### src/rtl/booth_cska_mul_add.sv
// booth_cska_mul_add: registered signed multiply-add (C + A*B + cin) built from a
// radix-8 Booth multiplier and carry-skip adders; one FIR tap.

module booth_cska_mul_add_cska #(
    parameter int W = 32,
    parameter int B = 4
) (
    input  logic [W-1:0] a,
    input  logic [W-1:0] b,
    input  logic         cin,
    output logic [W-1:0] s,
    output logic         cout
);
    if (W % B != 0) begin : g_bad_block
        $error("CSKA width must be a multiple of the block size");
    end
    logic c, r, p;
    always_comb begin
        c = cin;
        r = 1'b0;
        p = 1'b0;
        s = '0;
        for (int k = 0; k < W / B; k++) begin
            p = &(a[k*B +: B] ^ b[k*B +: B]);
            r = c;
            for (int j = 0; j < B; j++) begin
                s[k*B+j] = a[k*B+j] ^ b[k*B+j] ^ r;
                r = (a[k*B+j] & b[k*B+j]) | ((a[k*B+j] ^ b[k*B+j]) & r);
            end
            c = p ? c : r;
        end
        cout = c;
    end
endmodule

module booth_cska_mul_add #(
    parameter int N          = 16,
    parameter int BLOCK_SIZE = 4
) (
    input  logic           clk,
    input  logic           rst,
    input  logic           in_valid,
    input  logic [N-1:0]   multiplicand,
    input  logic [N-1:0]   multiplier,
    input  logic [2*N-1:0] addend,
    input  logic           cin,
    output logic           out_valid,
    output logic [2*N-1:0] product,
    output logic [2*N-1:0] sum,
    output logic           cout
);
    localparam int W  = 2 * N;
    localparam int NG = (N + 3) / 3;
    localparam int EW = 3 * NG + 1;

    if (W % BLOCK_SIZE != 0) begin : g_bad_block
        $error("2N must be a multiple of BLOCK_SIZE");
    end

    logic [W-1:0]  ax, a2, a3, a4, inj, prod_c, sum_c;
    logic [EW-1:0] ext;
    logic [NG-1:0] negv;
    logic          cout_c;

    assign ax  = {{N{multiplicand[N-1]}}, multiplicand};
    assign a2  = ax << 1;
    assign a4  = ax << 2;
    assign ext = {{(EW-N-1){multiplier[N-1]}}, multiplier, 1'b0};

    booth_cska_mul_add_cska #(.W(W), .B(BLOCK_SIZE)) u_a3 (
        .a(ax), .b(a2), .cin(1'b0), .s(a3), .cout()
    );

    // Negative digits use ~sel; their +1 lands at bit 3i, gathered into one word.
    always_comb begin
        inj = '0;
        for (int i = 0; i < NG; i++) inj[3*i] = negv[i];
    end

    for (genvar i = 0; i < NG; i++) begin : g_pp
        logic [3:0]   g;
        logic [2:0]   v, mag;
        logic [W-1:0] sel, pp, prev, acc;
        assign g       = ext[3*i +: 4];
        assign v       = {g[2], 1'b0} + {2'b0, g[1]} + {2'b0, g[0]};
        assign mag     = g[3] ? 3'd4 - v : v;
        assign negv[i] = g[3] & ~&g[2:0];
        assign sel     = mag == 3'd1 ? ax : mag == 3'd2 ? a2 : mag == 3'd3 ? a3 :
                         mag == 3'd4 ? a4 : '0;
        assign pp      = (negv[i] ? ~sel : sel) << (3 * i);
        if (i == 0) begin : g_first
            assign prev = inj;
        end else begin : g_next
            assign prev = g_pp[i-1].acc;
        end
        booth_cska_mul_add_cska #(.W(W), .B(BLOCK_SIZE)) u_add (
            .a(prev), .b(pp), .cin(1'b0), .s(acc), .cout()
        );
    end

    assign prod_c = g_pp[NG-1].acc;

    booth_cska_mul_add_cska #(.W(W), .B(BLOCK_SIZE)) u_sum (
        .a(addend), .b(prod_c), .cin(cin), .s(sum_c), .cout(cout_c)
    );

    always_ff @(posedge clk or posedge rst) begin
        if (rst) begin
            out_valid <= 1'b0;
            product   <= '0;
            sum       <= '0;
            cout      <= 1'b0;
        end else begin
            out_valid <= in_valid;
            if (in_valid) begin
                product <= prod_c;
                sum     <= sum_c;
                cout    <= cout_c;
            end
        end
    end
endmodule

### config.mk
export PLATFORM = sky130hd
export DESIGN_NAME = booth_cska_mul_add
export DESIGN_NICKNAME = d
export VERILOG_FILES = /design/src/rtl/booth_cska_mul_add.sv
export SDC_FILE = /design/constraint.sdc
export NUM_CORES = 1
export LEC_CHECK = 0
export ABC_AREA = 1
export CAP_MARGIN = 40
export CORE_UTILIZATION = 45
export DETAILED_ROUTE_END_ITERATION = 8
export PLACE_DENSITY = 0.66
export RECOVER_POWER = 50
export SYNTH_ARGS = -nofsm -noshare
export SYNTH_HDL_FRONTEND = slang
export SYNTH_HIERARCHICAL = 1
export SYNTH_SLANG_ARGS = --single-unit
### constraint.sdc
create_clock -name clk -period 2.5 [get_ports clk]
set_input_delay 0.75 -clock clk [delete_from_list [all_inputs] [get_ports clk]]
set_output_delay 0.75 -clock clk [all_outputs]
set_load 0.05 [all_outputs]
Word level (Yosys, flattened, before mapping)
Cells that the tools add are included.
- register bits after elaboration: 66
- bits in latches: 0
- memory bits (writable): 0
- ROM bits: 0
- bits of input ports: 68
- output and inout bits: 66
- word-level logic and storage cells: 1094
- memories kept: 0
- add/subtract/negate cells: 17
- $mul: 0
- divide/modulo/power cells: 0
- magnitude comparators: 0
- equality and inequality tests: 24
- shift operators: 0
- muxes and demuxes: 84
- bitwise gates (word level): 909
- reductions and logical operators: 56
- operators by type and width (operator ; count):
    1-bit XOR ; 355
    1-bit AND ; 349
    4-bit AND reduction ; 46
    4-bit XOR ; 41
    32-bit two-way mux ; 5
    1-bit bitwise OR ; 156
    29-bit two-way mux ; 5
    26-bit two-way mux ; 5
    23-bit two-way mux ; 5
    20-bit two-way mux ; 5
    17-bit two-way mux ; 5
    1-bit two-way mux ; 48
    3-bit by 2-bit == test with 1-bit output, second input constant ; 12
    32-bit NOT ; 1
    29-bit NOT ; 1
    26-bit NOT ; 1
    23-bit NOT ; 1
    20-bit NOT ; 1
    2-bit by 1-bit adder with 3-bit output ; 6
    3-bit by 1-bit == test with 1-bit output, second input constant ; 6
    3-bit == test, second input constant ; 6
    3-bit two-way mux ; 6
    3-bit subtractor, first input constant ; 6
    17-bit NOT ; 1
    other kinds (6) ; 17

Depth between registers and ports, before layout
- depth after elaboration: 122
- depth in mapped cells: 81
- mapped depth without buffers: 81

Cells and area by module
Netlist, hierarchy kept.
- modules (own cells, without submodules) (module ; times used ; cells an instance ; area each (um^2) ; seq. area each (um^2)):
    booth_cska_mul_add ; 1 ; 1468 ; 8652.0 ; 1651.6
    booth_cska_mul_add_cska at g_pp[0].u_add ... ; 4 ; 117 ; 1342.5 ; 0.0
    booth_cska_mul_add_cska at g_pp[4].u_add ... ; 4 ; 117 ; 1326.3 ; 0.0

Worst setup path before layout
Ideal clock, no wire load.
- path type: input to register
- from: in multiplier[0]
- to: reg cout
- setup time: 0.067 ns
- arrival: 19.988 ns
- required time: 2.433 ns
- slack: -17.554 ns
- stages: 79
- cells stage by stage: inv_1 ha_1 nand2_1 o21ai_0 nand2_1 clkbuf_1 o22ai_1 xor2_1 inv_1 fa_1 inv_1 fa_1 fa_1 fa_1 o21bai_2 and2_2 fa_1 fa_1 [... 43 more ...] inv_1 inv_1 fa_1 inv_1 inv_1 fa_1 inv_1 inv_1 fa_1 inv_1 inv_1 fa_1 inv_1 inv_1 fa_1 or2_2 nand2_1 mux2_2
- elaborated cells on any way between the ends: 884
- classes of those cells: add/sub: 2; eq/ne: 4; mux: 47; bitwise: 790; reduce/logical: 41
- RTL lines (item ; RTL line ; text):
    start, declared ; 44 ; input logic [N-1:0] multiplier,
    2-bit by 1-bit adder with 3-bit output * ; 85 ; assign v = {g[2], 1'b0} + {2'b0, g[1]} + {2'b0, g[0]};
    3-bit subtractor ; 86 ; assign mag = g[3] ? 3'd4 - v : v;
    3-bit two-way mux * ; 86 ;
    3-bit by 2-bit == test with 1-bit output ; 88 ; assign sel = mag == 3'd1 ? ax : mag == 3'd2 ? a2 : mag == 3'd3 ? a3 :
    32-bit two-way mux (2 in a row) ; 88 ;
    32-bit two-way mux * ; 88 ;
    32-bit NOT ; 90 ; assign pp = (negv[i] ? ~sel : sel) << (3 * i);
    32-bit two-way mux * ; 90 ;
    via g_pp[0].pp[0] ; 83 ; logic [W-1:0] sel, pp, prev, acc;
    [... 44 more ...] ; n/a ;
    via g_pp[0].acc[31] ; 83 ;
    [... 2 more ...] ; n/a ;
    via g_pp[1].acc[31] ; 83 ;
    [... 2 more ...] ; n/a ;
    via g_pp[2].acc[31] ; 83 ;
    [... 2 more ...] ; n/a ;
    via g_pp[3].acc[31] ; 83 ;
    [... 2 more ...] ; n/a ;
    via g_pp[4].acc[31] ; 83 ;
    1-bit XOR * ; n/a ;
    1-bit XOR * ; 27 ; s[k*B+j] = a[k*B+j] ^ b[k*B+j] ^ r;
    via g_pp[5].acc[31] ; 83 ;
    1-bit XOR ; 28 ; r = (a[k*B+j] & b[k*B+j]) | ((a[k*B+j] ^ b[k*B+j]) & r);
    1-bit AND ; 28 ;
    1-bit bitwise OR ; 28 ;
    1-bit two-way mux * ; 30 ; c = p ? c : r;
    via cout_c ; 63 ; logic cout_c;
    end signal, assigned ; 118 ; cout <= cout_c;
    end, declared ; 50 ; output logic cout
The timed path passes the listed nets; every way through them passes the cells marked *.
A chain may end at the register's enable or synchronous reset.

Worst setup path in the final report
- from: in multiplicand[0]
- to: reg cout
- elaborated cells on any way between the ends: 960
- classes of those cells: mux: 78; bitwise: 840; reduce/logical: 42
- RTL lines (item ; RTL line ; text):
    start, declared ; 43 ; input logic [N-1:0] multiplicand,
    32-bit two-way mux (2 in a row) ; 88 ;
    32-bit two-way mux * ; 88 ;
    32-bit NOT ; 90 ;
    32-bit two-way mux * ; 90 ;
    via g_pp[0].pp[0] ; 83 ;
    1-bit AND (4 in a row) ; 28 ;
    1-bit bitwise OR ; 28 ;
    1-bit two-way mux * ; 30 ;
    [... 17 more ...] ; n/a ;
    via g_pp[0].acc[15] ; 83 ;
    [... 20 more ...] ; n/a ;
    via g_pp[1].acc[23] ; 83 ;
    [... 11 more ...] ; n/a ;
    via g_pp[2].acc[27] ; 83 ;
    [... 11 more ...] ; n/a ;
    via g_pp[3].acc[31] ; 83 ;
    [... 2 more ...] ; n/a ;
    via g_pp[4].acc[31] ; 83 ;
    1-bit XOR * ; n/a ;
    1-bit XOR * ; 27 ;
    via g_pp[5].acc[31] ; 83 ;
    1-bit XOR ; 28 ;
    1-bit AND ; 28 ;
    1-bit bitwise OR ; 28 ;
    1-bit two-way mux * ; 30 ;
    via cout_c ; 63 ;
Marked as above.

==> impl_results.md <==
* Failing checks: DRC, setup timing
* CP most frequent cell: fa_2
* Delay of the slowest critical-path stage at 650 ps
* Max-Cap Viols at 0
* Setup CP Type: input pin to flip-flop
* 1st-pass router iterations at 7
* # clock sinks at 66
* CTS Buffer Depth at 2
* Initial Utilization at between 40 and 50%
* Synth-to-layout area growth at 43.0%
* WL final at between 50,000 and 60,000 um
* Vias/cell at 4.98
* Post-Syn Instances at about 2,300
* FMAX at roughly 0.05 GHz
* Total die area at 42,600 um^2
* Fin crit share at 781%
* Rows at 74
* H-Tree Depth at 3
* Layout Skew at 0 ps
* GP Congestion at ~0.90
* Share of cells above drive strength 1 at ~38%
* Syn Area/Cell at 8.03 um^2
* GRT overflow at 0
* Antenna diodes at 0
* Post-DR wirelength/cell at roughly 16 um
* Worst setup EP type: flip-flop
* Outcome: finished with violations
* Port bufs at about 130
* WP data arrival at between 15,000 and 20,000 ps
* Total global-route track usage at between 20% and 30%
* Root Driver: clkbuf_16
* Number of DRC markers in iteration 0 at 1,098
* Core area at roughly 40,000 um^2
* Net count reported at finish at approximately 3,600
* Via count at ~18,000
* Setup crit start kind: input pin
* Global-route wire length before repair at 89,400 um
* Setup WS post-layout at -17,030 ps
* Headroom to the max-slew limit at around two fifths
* Slew @ Worst Pin at ~910 ps
* Crit-path max FO at 3
* Final min period at around 20,000 ps
* Vias in the first global route at ~18,000
* Dpl hpwl at between 40,000 and 50,000 um
* Max-slew violation count at 0
* Boundary pin count at 134
* Worst-Skew Late Latency at 330 ps
* CTS clk-pin slew, worst paths at roughly 50 ps
* Setup violators final at 65
* HP Class: flip-flop to flip-flop
* Fin Setup TNS at -646,660 ps
* Die width at 206 um
* RSZ-0062 raised after global routing: yes
* Final Hold Fails at 0
* Inserted Clock Buffers at 9
* Req. time, crit path at between 2000 and 3000 ps
* Die Height at about 210 um
* DRT antenna net count at 0
* TritonCTS clock tree: built
* Largest net degree at the start of global routing at 67
* DRC Markers at 38
* Post-place setup slack at -18,680 ps
* CP max stage cell: fa_2
* Initial antenna violation count at 0
* Yosys warnings at 6
* Mapped Area at roughly 19,000 um^2
-- registers in the layout (all words and copies together) (netlist names) --
signal,flops
cout,1
out_valid,1
product,32
sum,32
-- critical path: cells and delay by family --
family	cells	cell delay, ps
multiplexers	1	140
XOR/XNOR	1	90
AO/OA/AOI/OAI	3	420
buffers and inverters	17	1040
adder cells (fa/ha/maj)	39	14830
AND/OR/NAND/NOR	17	2530
-- layout by cell type (no fill, tap or decap), types with 17 or more instances in the layout --
cell and count:
fa_2 226, mux2_2 18, nor2_2 17, ha_1 212
conb_1 147, nor2_1 64, fa_1 30, inv_1 173
o21ai_0 20, inv_2 45, buf_4 466, xor2_1 28
nand3_1 264, mux2_4 47, ha_4 30, dfrtp_1 66
nand4_1 33, o22ai_1 29, nand2_1 628, and2_4 33
buf_6 45, nand2_2 57, nand3_2 45, clkdlybuf4s50_1 125
-- worst paths after layout --
check                                   startpoint                 endpoint  slack [ps]  cells past startpoint
setup reg to reg           product[17]$_DFFE_PP0P_  product[17]$_DFFE_PP0P_        1680                      1
hold / removal                 sum[22]$_DFFE_PP0P_      sum[22]$_DFFE_PP0P_         500                      1
max in group asynchronous                      rst   product[5]$_DFFE_PP0P_         730                      3
hold reg to reg                sum[22]$_DFFE_PP0P_      sum[22]$_DFFE_PP0P_         500                      1
setup / recovery                   multiplicand[0]         cout$_DFFE_PP0P_      -17030                     78
min in group asynchronous                      rst  product[26]$_DFFE_PP0P_        1180                      3
-- what timing repair did --
| action | 4_1_cts | 5_1_grt |
|---|---|---|
| setup endpoints to repair | 65 | 65 |
| hold buffers | 0 | 0 |
| pin swaps | 135 | 110 |
| gates resized for setup | 169 | 141 |
| setup buffers | 60 | 37 |
-- stage by stage --
stage | std cells | utilization (%) | instance area, um^2 | hold WS [ps]
2_1_floorplan | 2487 | - | 20200 | 781
3_3_place_gp | 3474 | 60.7 | 24900 | 493
3_5_place_dp | 3474 | 60.7 | 24900 | 495
4_1_cts | 3549 | 63.8 | 26200 | 508
5_1_grt | 3578 | 65.6 | 26900 | 523
6_report | 3578 | 65.6 | 26900 | 504
-- routing by layer --
layer	global-route usage, %	part of all wire [%]	wire length [um]
met4	6.70	2.1	1170
met2	47.7	50	27700
met3	1.55	5.1	2810
met5	0	0	0
met1	33.7	43	23900
-- cell type report --
class	count	area (um^2)
inverters	233	902
multi-input cells	2087	18000
well taps	532	666
fillers	3290	14100
flip-flops and latches	66	1650
clock inverters	4	73.8
repair buffers	644	5340
clock buffers	12	256
Power is not shown: default switching activity piles up to over one toggle a cycle in this logic, so the estimate is an artifact.
